`src/rtl/carry_bypass_subtractor_seq.sv`:
```
// Sequential subtractor: diff = a - b - bin, one BLOCK-bit carry-bypass slice per clock,
// with borrow/overflow/zero/less-than flags behind valid/ready handshakes.
module carry_bypass_subtractor_seq #(
  parameter int WIDTH = 32,
  parameter int BLOCK = 8
) (
  input  logic                                   clk,
  input  logic                                   rst,
  input  logic                                   in_valid,
  output logic                                   in_ready,
  input  logic [WIDTH-1:0]                       a,
  input  logic [WIDTH-1:0]                       b,
  input  logic                                   bin,
  output logic                                   out_valid,
  input  logic                                   out_ready,
  output logic [WIDTH-1:0]                       diff,
  output logic                                   bout,
  output logic                                   overflow,
  output logic                                   zero,
  output logic                                   lt,
  output logic [$clog2(WIDTH/BLOCK+1)-1:0]       bypass_cnt
);

  localparam int NBLK = WIDTH / BLOCK;
  localparam int KW   = (NBLK > 1) ? $clog2(NBLK) : 1;

  typedef enum logic [1:0] {IDLE, CALC, DONE} state_t;

  state_t            state;
  logic [WIDTH-1:0]  a_r;
  logic [WIDTH-1:0]  b_r;
  logic              carry;
  logic [KW-1:0]     k;

  logic [BLOCK-1:0]  a_blk;
  logic [BLOCK-1:0]  nb_blk;
  logic [BLOCK-1:0]  p;
  logic [BLOCK-1:0]  g;
  logic [BLOCK-1:0]  s;
  logic              chain;
  logic              blk_bypass;
  logic              blk_cout;
  logic [WIDTH-1:0]  diff_next;
  logic              ov_next;

  // Subtraction as a + ~b + ~bin; a block whose bits all propagate forwards its carry-in directly.
  always_comb begin
    a_blk  = a_r[BLOCK*int'(k) +: BLOCK];
    nb_blk = ~b_r[BLOCK*int'(k) +: BLOCK];
    p      = a_blk ^ nb_blk;
    g      = a_blk & nb_blk;
    s      = '0;
    chain  = carry;
    for (int unsigned i = 0; i < BLOCK; i++) begin
      s[i]  = p[i] ^ chain;
      chain = g[i] | (p[i] & chain);
    end
    blk_bypass = &p;
    blk_cout   = blk_bypass ? carry : chain;
    diff_next  = diff;
    diff_next[BLOCK*int'(k) +: BLOCK] = s;
    ov_next    = (a_r[WIDTH-1] != b_r[WIDTH-1]) && (diff_next[WIDTH-1] != a_r[WIDTH-1]);
  end

  always_ff @(posedge clk or posedge rst) begin
    if (rst) begin
      state      <= IDLE;
      in_ready   <= 1'b1;
      out_valid  <= 1'b0;
      a_r        <= '0;
      b_r        <= '0;
      carry      <= 1'b0;
      k          <= '0;
      diff       <= '0;
      bout       <= 1'b0;
      overflow   <= 1'b0;
      zero       <= 1'b0;
      lt         <= 1'b0;
      bypass_cnt <= '0;
    end else begin
      case (state)
        IDLE: begin
          if (in_valid) begin
            a_r        <= a;
            b_r        <= b;
            carry      <= ~bin;
            k          <= '0;
            bypass_cnt <= '0;
            in_ready   <= 1'b0;
            state      <= CALC;
          end
        end
        CALC: begin
          diff  <= diff_next;
          carry <= blk_cout;
          if (blk_bypass) bypass_cnt <= bypass_cnt + 1'b1;
          if (k == KW'(NBLK - 1)) begin
            bout      <= ~blk_cout;
            overflow  <= ov_next;
            zero      <= (diff_next == '0);
            lt        <= diff_next[WIDTH-1] ^ ov_next;
            out_valid <= 1'b1;
            state     <= DONE;
          end else begin
            k <= k + 1'b1;
          end
        end
        DONE: begin
          if (out_ready) begin
            out_valid <= 1'b0;
            in_ready  <= 1'b1;
            state     <= IDLE;
          end
        end
        default: begin
          in_ready  <= 1'b1;
          out_valid <= 1'b0;
          state     <= IDLE;
        end
      endcase
    end
  end

endmodule
```
`config.mk`:
```
export PLATFORM = sky130hd
export DESIGN_NAME = carry_bypass_subtractor_seq
export DESIGN_NICKNAME = d
export VERILOG_FILES = /design/src/rtl/carry_bypass_subtractor_seq.sv
export SDC_FILE = /design/constraint.sdc
export NUM_CORES = 1
export LEC_CHECK = 0
export BUFFER_PORTS_ARGS = -buffer_cell sky130_fd_sc_hd__buf_2
export CAP_MARGIN = 20
export CORE_MARGIN = 2
export CORE_UTILIZATION = 49
export DETAILED_ROUTE_END_ITERATION = 16
export GPL_TIMING_DRIVEN = 0
export PLACE_DENSITY = 0.78
export SYNTH_ARGS = -nofsm -noshare
export SYNTH_HDL_FRONTEND = slang
export SYNTH_SLANG_ARGS = --single-unit
export TNS_END_PERCENT = 50
```
`constraint.sdc`:
```
create_clock -name clk -period 9.9 [get_ports clk]
set_input_delay 0 -clock clk [delete_from_list [all_inputs] [get_ports clk]]
set_output_delay 0 -clock clk [all_outputs]
set_load 0.05 [all_outputs]
```
==> impl_results.md <==
* EDFF count, synth at 0
* Post-synthesis sequential area ratio at approximately 53%
* Final Routed Wirelength at roughly 14000 um
* Biggest area contributors in the synthesized netlist: sky130_fd_sc_hd__dfrtp_1, sky130_fd_sc_hd__nand2_1, sky130_fd_sc_hd__mux4_2, sky130_fd_sc_hd__a22o_1, sky130_fd_sc_hd__ha_1
* Post-cts gate resize count at 0
* Fraction of post-synthesis cell area in the top cell type by area at 52.4%
* FFs w/ async S/R, synth at 100%
* Setup skew after layout at about 0.018 ns
* Total number of yosys warnings at 0
* Count of antenna diodes in the layout at 0
* Slew Viols, Final at 0
* Cells after Synth at roughly 510
* Setup repair after global routing missed its margin: false
* GRT Overall Usage at 26.1%
* Maximum number of pins on one net before global-route repair at 63
* Critical Path Sink Type: flip-flop
* IO Count at 110
* Ratio of routed vias to standard cells at between 5 and 6
* Synth cell types at 40
* Flip-flop and latch count after synthesis at 110
* Antenna-violating nets left at 0
* Level count of the clock H-tree at 3
* Number of antenna violations at the first check in global routing at 0
* Die footprint at between 0.01 and 0.015 mm^2
* Required time of the critical path at between 10 and 15 ns
* Wire length of the first global-routing pass at 23000 um
* Post-synth design cell area at 0.00521 mm^2
* Placed cells at 757
* Initial Utilization at 50.5%
* Critical path type: reg -> reg
* CTS root buf: sky130_fd_sc_hd__clkbuf_8
* Cell Count, Final, Fillers Out at 841
* Average cell area after synthesis at between 10 and 15 um^2
* Clock sink count at 110
* # port buffers at 109
* Overall power after layout at approximately 0.0024 W
* Total Nets Final at 792
* VDD IR-drop max at between 0.0002 and 0.00025 V
* Worst Tran Pin Value at 0.766 ns
* Sum Neg Setup Slack at 0 ns
* Pleak at around 3.5 nW
* Critical path arrival at between 6 and 7 ns
* Total clock buffers created by CTS at 9
* Part of the cycle the worst path needs at 62.6%
* Reg2reg start: k[1]
* Reg2Reg Setup Slack at between 3 and 4 ns
* Highest clock frequency the design can meet at around 160 MHz
* Setup violation total in the final timing report at 0
* Placed inst area at slightly below 0.006 mm^2
* Number of nets produced by synthesis at ~600
* Clock-pin transition on the worst setup and hold timing paths at ~0.11 ns
* Source-to-sink clock delay at the later pin of the worst-skew pair at roughly 0.37 ns
* Placement row count at 37
* MaxCap Viol Count at 0
* Origin of the worst setup path: k[1]
* Cell taking the most area after synthesis: sky130_fd_sc_hd__dfrtp_1
* Classification of the worst-slack hold path: in -> async
* Layout Cell Area excl Fill at 0.00681 mm^2
* Core Footprint at just over 0.01 mm^2
* Biggest fanout along the worst timing path at 10
* Power density normalized to cell area at 358 mW/mm^2
* Layout overhead on the synthesized area at 30.7%
* Most used flip-flop cell after synthesis: sky130_fd_sc_hd__dfrtp_1
* Filler cells at about 790
* Detailed placer's ending HPWL at 9150 um
* Status: finished, final reports clean
* Post-DR wirelength/cell at roughly 16 um
* Routed via count at between 4000 and 5000
* Number of remaining DRC errors at 0
* Number of global-route vias before repair at approximately 4700
* Longest Clk Path Bufs at 2
* Height of the die at 107 um
* Final-report hold violation count at 0
* Reg2Reg Capture Point: zero
* Share of final-layout standard cells stronger than drive strength 1 at between 20 and 25%
* Clock tree from TritonCTS: built
* Number of cell instances on the worst register-to-register path at 14
* Min Tclk post-route at ~6.2 ns
* Number of iterations in the first detailed-routing pass at 5
* Die X-Extent at 107 um
* Startpoint class of the critical path: flip-flop
* Number of violations reported at the end of detailed-routing iteration 0 at 220
* Residual overflow from global routing at 0
* Max transition margin at between 40% and 50%
* Placer congestion estimate at 0.890
[worst max path at each step]
stage | endpoint | slack (ns) | depth (start not counted)
floorplan | zero | 4.52 | 14
detailed placement | zero | 3.80 | 14
finish | zero | 3.70 | 14
global route | zero | 3.42 | 14
global placement | zero | 3.91 | 14
CTS | zero | 3.77 | 14
[layer usage]
metal	share of wire [%]	vias up	track usage [%]
met3	6.2	28	4.01
met5	0	-	0
met1	40	2243	33.4
li1	-	2089	-
met2	51	196	44.3
met4	2.3	0	10.7
[stage by stage]
stage,hold WS [ns],utilization (%),setup WS [ns]
floorplan,0.0863,-,4.52
global placement,0.190,57.4,3.91
detailed placement,0.193,57.7,3.80
CTS,0.339,66.0,3.77
global route,0.353,66.0,3.42
finish,0.309,66.0,3.70
[synth_stat cells, drive strengths merged (3+ instances only)]
cell,n
nand2,210
dfrtp,109
a22o,27
inv,22
clkbuf,17
mux4,16
ha,15
o21ai,14
fa,8
buf,7
nor4,7
a21oi,6
mux2i,5
nor2,5
and2,4
o31ai,4
and4bb,3
nand4,3
nor2b,3
or4,3
[logic make-up (layout without fill, tap and decap cells)]
family                     count (synthesis)  after routing  synth area share [%]
AOI/OAI and AO/OA                         59             59                  8.34
xor gates and xnor gates                   1              1                 0.168
adders and majority gates                 24             24                  6.87
buffers and inverters                     46            240                  3.51
DFF                                      110            110                  52.9
muxes                                     22             22                  8.10
and+or+nand+nor                          249            249                  20.2
[what timing repair did]
item | CTS | global route
hold buffers | 68 | 0
setup endpoints to repair | 0 | 0
endpoints found under the hold margin | 128 | 0
buffers inserted | 0 | 0
[power breakdown]
group / total (W) / internal [W] / switching [W]
logic: 0.00144 / 0.000521 / 0.000922
registers: 0.000743 / 0.000629 / 0.000114
clock network: 0.000249 / 0.0000932 / 0.000156
[registers in the layout (all words and copies together) (netlist names)]
| signal | cells |
|---|---|
| overflow | 1 |
| lt | 1 |
| k | 2 |
| in_ready | 1 |
| b_r | 32 |
| state | 2 |
| zero | 1 |
| a_r | 32 |
| out_valid | 1 |
| bout | 1 |
| bypass_cnt | 3 |
| carry | 1 |
| diff | 32 |
[area by class of cell]
type | count | area [um^2] | area share, %
Multi-Input combinational cell | 355 | 2270 | 33.4
Buffer | 24 | 100 | 1.47
Clock buffer | 10 | 128 | 1.87
Timing Repair Buffer | 178 | 1250 | 18.4
Tap cell | 136 | 170 | 2.50
Sequential cell | 110 | 2750 | 40.4
Inverter | 22 | 85.1 | 1.25
Clock inverter | 6 | 46.3 | 0.680
[worst max-delay path, cell delays in order (launching register included)]
cell	delay, ns
sky130_fd_sc_hd__dfrtp_1	0.41
sky130_fd_sc_hd__clkbuf_1	0.46
sky130_fd_sc_hd__clkbuf_1	0.61
sky130_fd_sc_hd__mux4_2	0.48
sky130_fd_sc_hd__fa_1	0.46
sky130_fd_sc_hd__fa_1	0.39
sky130_fd_sc_hd__fa_1	0.40
sky130_fd_sc_hd__fa_1	0.40
sky130_fd_sc_hd__fa_1	0.41
sky130_fd_sc_hd__fa_1	0.41
sky130_fd_sc_hd__fa_1	0.60
sky130_fd_sc_hd__or3_1	0.37
sky130_fd_sc_hd__a222oi_1	0.30
sky130_fd_sc_hd__o2111ai_1	0.16
sky130_fd_sc_hd__o31ai_1	0.26
[cell usage in the layout (no fill, tap or decap), drive strengths merged, types with 6 or more instances in the layout]
cell	n
nand2	210
buf	117
dfrtp	109
dlygate4sd3	68
a22o	27
clkbuf	27
inv	23
mux4	16
ha	15
o21ai	14
fa	8
nor4	7
a21oi	6
No activity file was read; power rests on OpenSTA's default activity.
